## src/rtl/stall_ctrl.sv

```systemverilog
// Decode-stage hazard controller: register Tuse/Tnew stalls plus optional MDU busy tracking.
// Define STALL_MDU_TRACK_EN to include the multiply/divide busy counter and its hazard.
module stall_ctrl (
  input  logic        clk,
  input  logic        reset,
  input  logic [4:0]  D_rs,
  input  logic [4:0]  D_rt,
  input  logic [1:0]  D_tuse_rs,
  input  logic [1:0]  D_tuse_rt,
  input  logic [4:0]  D_wa,
  input  logic [1:0]  D_tnew,
  input  logic        D_md_start,
  input  logic        D_md_div,
  input  logic        D_md_use,
  output logic        D_stall,
  output logic        E_clr,
  output logic        md_busy,
  output logic [31:0] stall_cycles
);

  logic [4:0]  r_e_wa;
  logic [1:0]  r_e_tnew;
  logic [4:0]  r_m_wa;
  logic [1:0]  r_m_tnew;
  logic [31:0] r_stall_cycles;

  logic w_haz_rs;
  logic w_haz_rt;
  logic w_haz_md;
  logic w_stall;

  // Tuse of 3 can never be exceeded by a Tnew of at most 2, so "never used" needs no special case.
  assign w_haz_rs = (D_rs != 5'd0) &&
                    (((D_rs == r_e_wa) && (r_e_tnew > D_tuse_rs)) ||
                     ((D_rs == r_m_wa) && (r_m_tnew > D_tuse_rs)));
  assign w_haz_rt = (D_rt != 5'd0) &&
                    (((D_rt == r_e_wa) && (r_e_tnew > D_tuse_rt)) ||
                     ((D_rt == r_m_wa) && (r_m_tnew > D_tuse_rt)));

  assign w_stall      = w_haz_rs | w_haz_rt | w_haz_md;
  assign D_stall      = w_stall;
  assign E_clr        = w_stall;
  assign stall_cycles = r_stall_cycles;

  always_ff @(posedge clk or posedge reset) begin
    if (reset) begin
      r_e_wa         <= 5'd0;
      r_e_tnew       <= 2'd0;
      r_m_wa         <= 5'd0;
      r_m_tnew       <= 2'd0;
      r_stall_cycles <= 32'd0;
    end else begin
      if (w_stall) begin
        r_e_wa   <= 5'd0;
        r_e_tnew <= 2'd0;
      end else begin
        r_e_wa   <= D_wa;
        r_e_tnew <= D_tnew;
      end
      r_m_wa   <= r_e_wa;
      r_m_tnew <= (r_e_tnew == 2'd0) ? 2'd0 : r_e_tnew - 2'd1;
      if (w_stall)
        r_stall_cycles <= r_stall_cycles + 32'd1;
    end
  end

`ifdef STALL_MDU_TRACK_EN
  logic [3:0] r_md_cnt;

  assign md_busy  = (r_md_cnt != 4'd0);
  assign w_haz_md = D_md_use && md_busy;

  // A start blocked by a busy unit only loads once its stall releases.
  always_ff @(posedge clk or posedge reset) begin
    if (reset)
      r_md_cnt <= 4'd0;
    else if (D_md_start && !w_stall)
      r_md_cnt <= D_md_div ? 4'd10 : 4'd5;
    else if (r_md_cnt != 4'd0)
      r_md_cnt <= r_md_cnt - 4'd1;
  end
`else
  logic w_unused_md;

  assign w_unused_md = ^{D_md_start, D_md_div, D_md_use};
  assign md_busy     = 1'b0;
  assign w_haz_md    = 1'b0;
`endif

endmodule

```

## config.mk

```make
export PLATFORM = sky130hd
export DESIGN_NAME = stall_ctrl
export DESIGN_NICKNAME = d
export VERILOG_FILES = /design/src/rtl/stall_ctrl.sv
export SDC_FILE = /design/constraint.sdc
export NUM_CORES = 1
export LEC_CHECK = 0
export ABC_AREA = 1
export CORE_MARGIN = 2
export CORE_UTILIZATION = 45
export DETAILED_ROUTE_END_ITERATION = 8
export PLACE_DENSITY = 0.7
export SETUP_SLACK_MARGIN = 0.02
export SLEW_MARGIN = 10
export SYNTH_ARGS = -nofsm -noshare
export SYNTH_HDL_FRONTEND = slang
export SYNTH_SLANG_ARGS = --single-unit
```

## constraint.sdc

```tcl
create_clock -name clk -period 2.1 [get_ports clk]
set_input_delay 0.42 -clock clk [delete_from_list [all_inputs] [get_ports clk]]
set_output_delay 0.42 -clock clk [all_outputs]
set_load 0.02 [all_outputs]
```

==> summary.md, run 1 <==
| Metric | Value |
|---|---|
| Outcome | `finished, violations left` |
| Violated checks | `setup timing` |
| GRT Util Overall | `0.237` |
| Main area contributors after synthesis | `dfrtp_1 35%, nand2_1 22%, nand3_1 7.8%, inv_1 6.8%, nor2_1 5.8%` |
| Drt first pass iters | `4` |
| Top_reg_cell synth | `dfrtp_1` |
| Mux share of post-synthesis cell area | `0` |
| Top cell type's share of synthesized area | `0.353` |
| Arr. time, crit path | `1.82 ns` |
| I/O pins | `61` |
| Die area | `0.00794 mm2` |
| Core ar. | `0.00714 mm2` |
| Grt total ovfl | `0` |
| Reg power frac | `0.460` |
| Finished Layout Cells | `657` |
| Layout area overhead | `28.1%` |
| CTS clk-pin slew, worst paths | `0.09 ns` |
| Gpl congestion | `0.997` |
| Drt wl/cell | `13.3 um` |
| Fillers | `702` |
| Final worst setup slack | `-0.136 ns` |
| Worst-path cell chain | `buf_6 -> ha_4 -> nand2_1 -> o21ai_1 -> nor2_1 -> nand3_1 -> nand2_1 -> nand2_2 -> nand2_4 -> buf_6` |
| Routed wl met3 | `386 um` |
| Worst-path cell with the longest stage delay | `dfrtp_2` |
| CP max FO | `4` |
| Most frequent cell after synthesis | `nand2_1` |
| Fmax | `447 MHz` |
| Top cells by count, synth | `195 x nand2_1, 59 x inv_1, 51 x nand3_1` |
| Worst Hold Depth | `0` |
| #FFs+latches synth | `46` |
| Hpwl dp | `6370 um` |
| Longest Clk Path Bufs | `2` |
| Min cycle time layout | `2.24 ns` |
| Clock group share of total power | `0.305` |
| Peak supply drop | `0.349 mV` |
| Share of layout cells above drive strength 1 | `0.113` |
| NumNets Final | `593` |
| Sw Pwr | `686 uW` |
| Number of DRC markers in iteration 0 | `123` |
| RSZ-0062 raised after global routing | `true` |
| Largest net degree at the start of global routing | `47` |
| Synthesized cell area | `0.00326 mm2` |
| Leak Pwr | `2.15 nW` |
| Inst Count DP | `648` |
| Top delay family on crit path | `simple AND/OR/NAND/NOR gates` |
| Pwr dens | `537 mW/mm2` |
| FP Rows | `31` |
| Detail Route Antenna Nets | `0` |
| Sink Count | `46` |
| Hold Path Class | `reg2reg` |
| Chip Width | `89.1 um` |
| DR vias | `3234` |
| Number of synthesized flops with an enable pin | `0` |
| Crit path kind | `reg2out` |
| Comb power frac | `0.235` |
| Max-cap violation count | `0` |
| Die Y | `89.1 um` |
| CP Launch Type | `register` |
| Syn_area_per_cell | `6.58 um2` |
| Critical path data required time | `1.68 ns` |
| M1 WL | `4230 um` |
| Final setup TNS | `-0.272 ns` |
| Port Buf Inserts | `56` |
| Synth Area in XOR/XNOR | `0.0511` |
| Crit end category | `primary output` |
| Slowest stage delay, CP | `0.46 ns` |
| Post-synthesis cell count | `495` |
| Int Pwr | `1.55 mW` |
| Starting Density | `0.457` |
| Post-route DRC | `0` |
| Area leader, netlist | `dfrtp_1` |
| First-pass GRT wire length | `14700 um` |
| # setup viols final | `2` |
| Root Buffer | `clkbuf_8` |
| Simple-Gate Fraction of Synth Area | `0.450` |
| WP depth | `10` |
| Main combinational cell family by area after synthesis | `simple AND/OR/NAND/NOR gates` |
| Vias per cell | `4.92` |
| Initial antenna violation count | `0` |
| FF+latch area | `0.00115 mm2` |
| Final hold vios | `0` |
| Number of global-route vias before repair | `3146` |
| Ys Warns | `0` |
| Slew Viols, Final | `0` |
| Clk_lat worst skew | `0.30 ns` |
| Sequential area share after synthesis | `0.353` |
| Antenna cells | `0` |
| Clock Skews | `0.00912 ns` |
| Syn_nets | `530` |
| R2r worst-path depth | `12` |
| Distinct cell type count after synthesis | `23` |
| Metal2 WL | `4000 um` |
| Final worst path period share | `1.06` |
| Final wirelength | `8730 um` |
| Htree depth | `2` |
| Sw Share | `0.306` |
| Compound-Gate Fraction of Synth Area | `0.00922` |
| WP buf/inv | `2` |
| TritonCTS Buffers | `5` |
| TritonCTS clock tree | `yes` |
| Combined area of the multi-input logic cells | `0.00187 mm2` |
| Post-Synth Adder-Cell Area | `0.0346` |
| Top Layer Used | `met4` |
| FFs w/ async S/R, synth | `1.00` |
[power groups by stage]
stage	clock network [mW]	registers, mW	logic, mW
6_report	0.682	1.03	0.526
4_1_cts	0.706	1.03	0.507
2_1_floorplan	0	1.07	0.269
5_1_grt	0.734	1.04	0.585
3_3_place_gp	0	1.04	0.478
3_5_place_dp	0	1.04	0.492
[kinds of logic (layout without fill, tap and decap cells)]
kind of cell	Yosys count	after routing
other cells	1	1
buf+inv	79	142
flops	46	46
xor+xnor	19	19
simple gates	335	335
compound gates	6	6
fa+ha+maj	9	9
[cell usage in the layout (no fill, tap or decap), types with 2 or more instances in the layout]
cell,netlist,layout
xor2_1,15,15
nand2_1,195,191
clkdlybuf4s50_1,0,49
a21oi_1,4,3
ha_1,9,4
nand3_1,51,51
nand3b_1,6,6
nand2_4,2,3
inv_2,8,13
nor2_2,5,7
dfrtp_1,46,45
nor2_1,50,48
dlygate4sd2_1,0,4
xnor2_1,4,4
buf_6,0,3
inv_1,59,54
nand2_2,4,7
nor2_8,2,2
buf_4,6,10
nand4_1,3,3
nor2_4,2,2
nor3_1,14,14
ha_4,0,5
clkbuf_8,0,6
[flip-flops by register name, summed over array words and instances (netlist names)]
signal / count
r_e_wa: 5
r_m_wa: 5
r_m_tnew: 2
stall_cycles: 32
r_e_tnew: 2
[final timing paths]
path | slack (ns) | end | startpoint
min in group asynchronous | 0.47 | stall_cycles[23]$_DFFE_PP0P_ | reset
setup reg to reg | 0.10 | stall_cycles[12]$_DFFE_PP0P_ | r_e_tnew[1]$_DFF_PP0_
hold / removal | 0.42 | r_m_wa[2]$_DFF_PP0_ | r_e_wa[2]$_DFF_PP0_
setup / recovery | -0.14 | D_stall | r_e_tnew[1]$_DFF_PP0_
max in group asynchronous | 1.40 | r_e_tnew[1]$_DFF_PP0_ | reset
hold reg to reg | 0.42 | r_m_wa[2]$_DFF_PP0_ | r_e_wa[2]$_DFF_PP0_
[cell type report]
type                    instances  area share
clock buffers                   6      0.0198
clock inverters                 1     0.00719
repair buffers                 68       0.160
flip-flops and latches         46       0.276
inverters                      67      0.0603
multi-input cells             370       0.447
well taps                      99      0.0297
[per-stage QoR]
step	setup slack [ns]	hold WS, ns	area (um2)	util	total power [mW]
after floorplan	0.0311	0.374	3260	-	1.33
final	-0.136	0.419	4170	0.585	2.24
after global placement	-0.730	0.381	3960	0.554	1.52
after global routing	-0.217	0.428	4170	0.585	2.36
after CTS	-0.0851	0.417	4130	0.578	2.24
after detailed placement	-0.790	0.388	3960	0.554	1.54
[metal layers]
| metal | up-vias | track usage |
|---|---|---|
| met2 | 78 | 0.389 |
| met3 | 11 | 0.0332 |
| met4 | 0 | 0.0543 |
| met1 | 1503 | 0.334 |
| li1 | 1642 | - |
| met5 | - | 0 |
[repair_timing]
item / in CTS / in global routing
hold buffers: 0 / 0
setup buffers: 0 / 2
gates resized for setup: 27 / 10
pin swaps: 10 / 12
endpoints found under the setup margin: 41 / 41
Power figures use the tool's default switching activity.
==> run 2: changes to the inputs <==
--- a/config.mk
+++ b/config.mk
@@ -6,6 +6,7 @@
 export NUM_CORES = 1
 export LEC_CHECK = 0
 export ABC_AREA = 1
+export ABC_CLOCK_PERIOD_IN_PS = 2100
 export CORE_MARGIN = 2
 export CORE_UTILIZATION = 45
 export DETAILED_ROUTE_END_ITERATION = 8
==> results of run 2 <==
Final layout, timing and power as in run 1 (identical DEF).
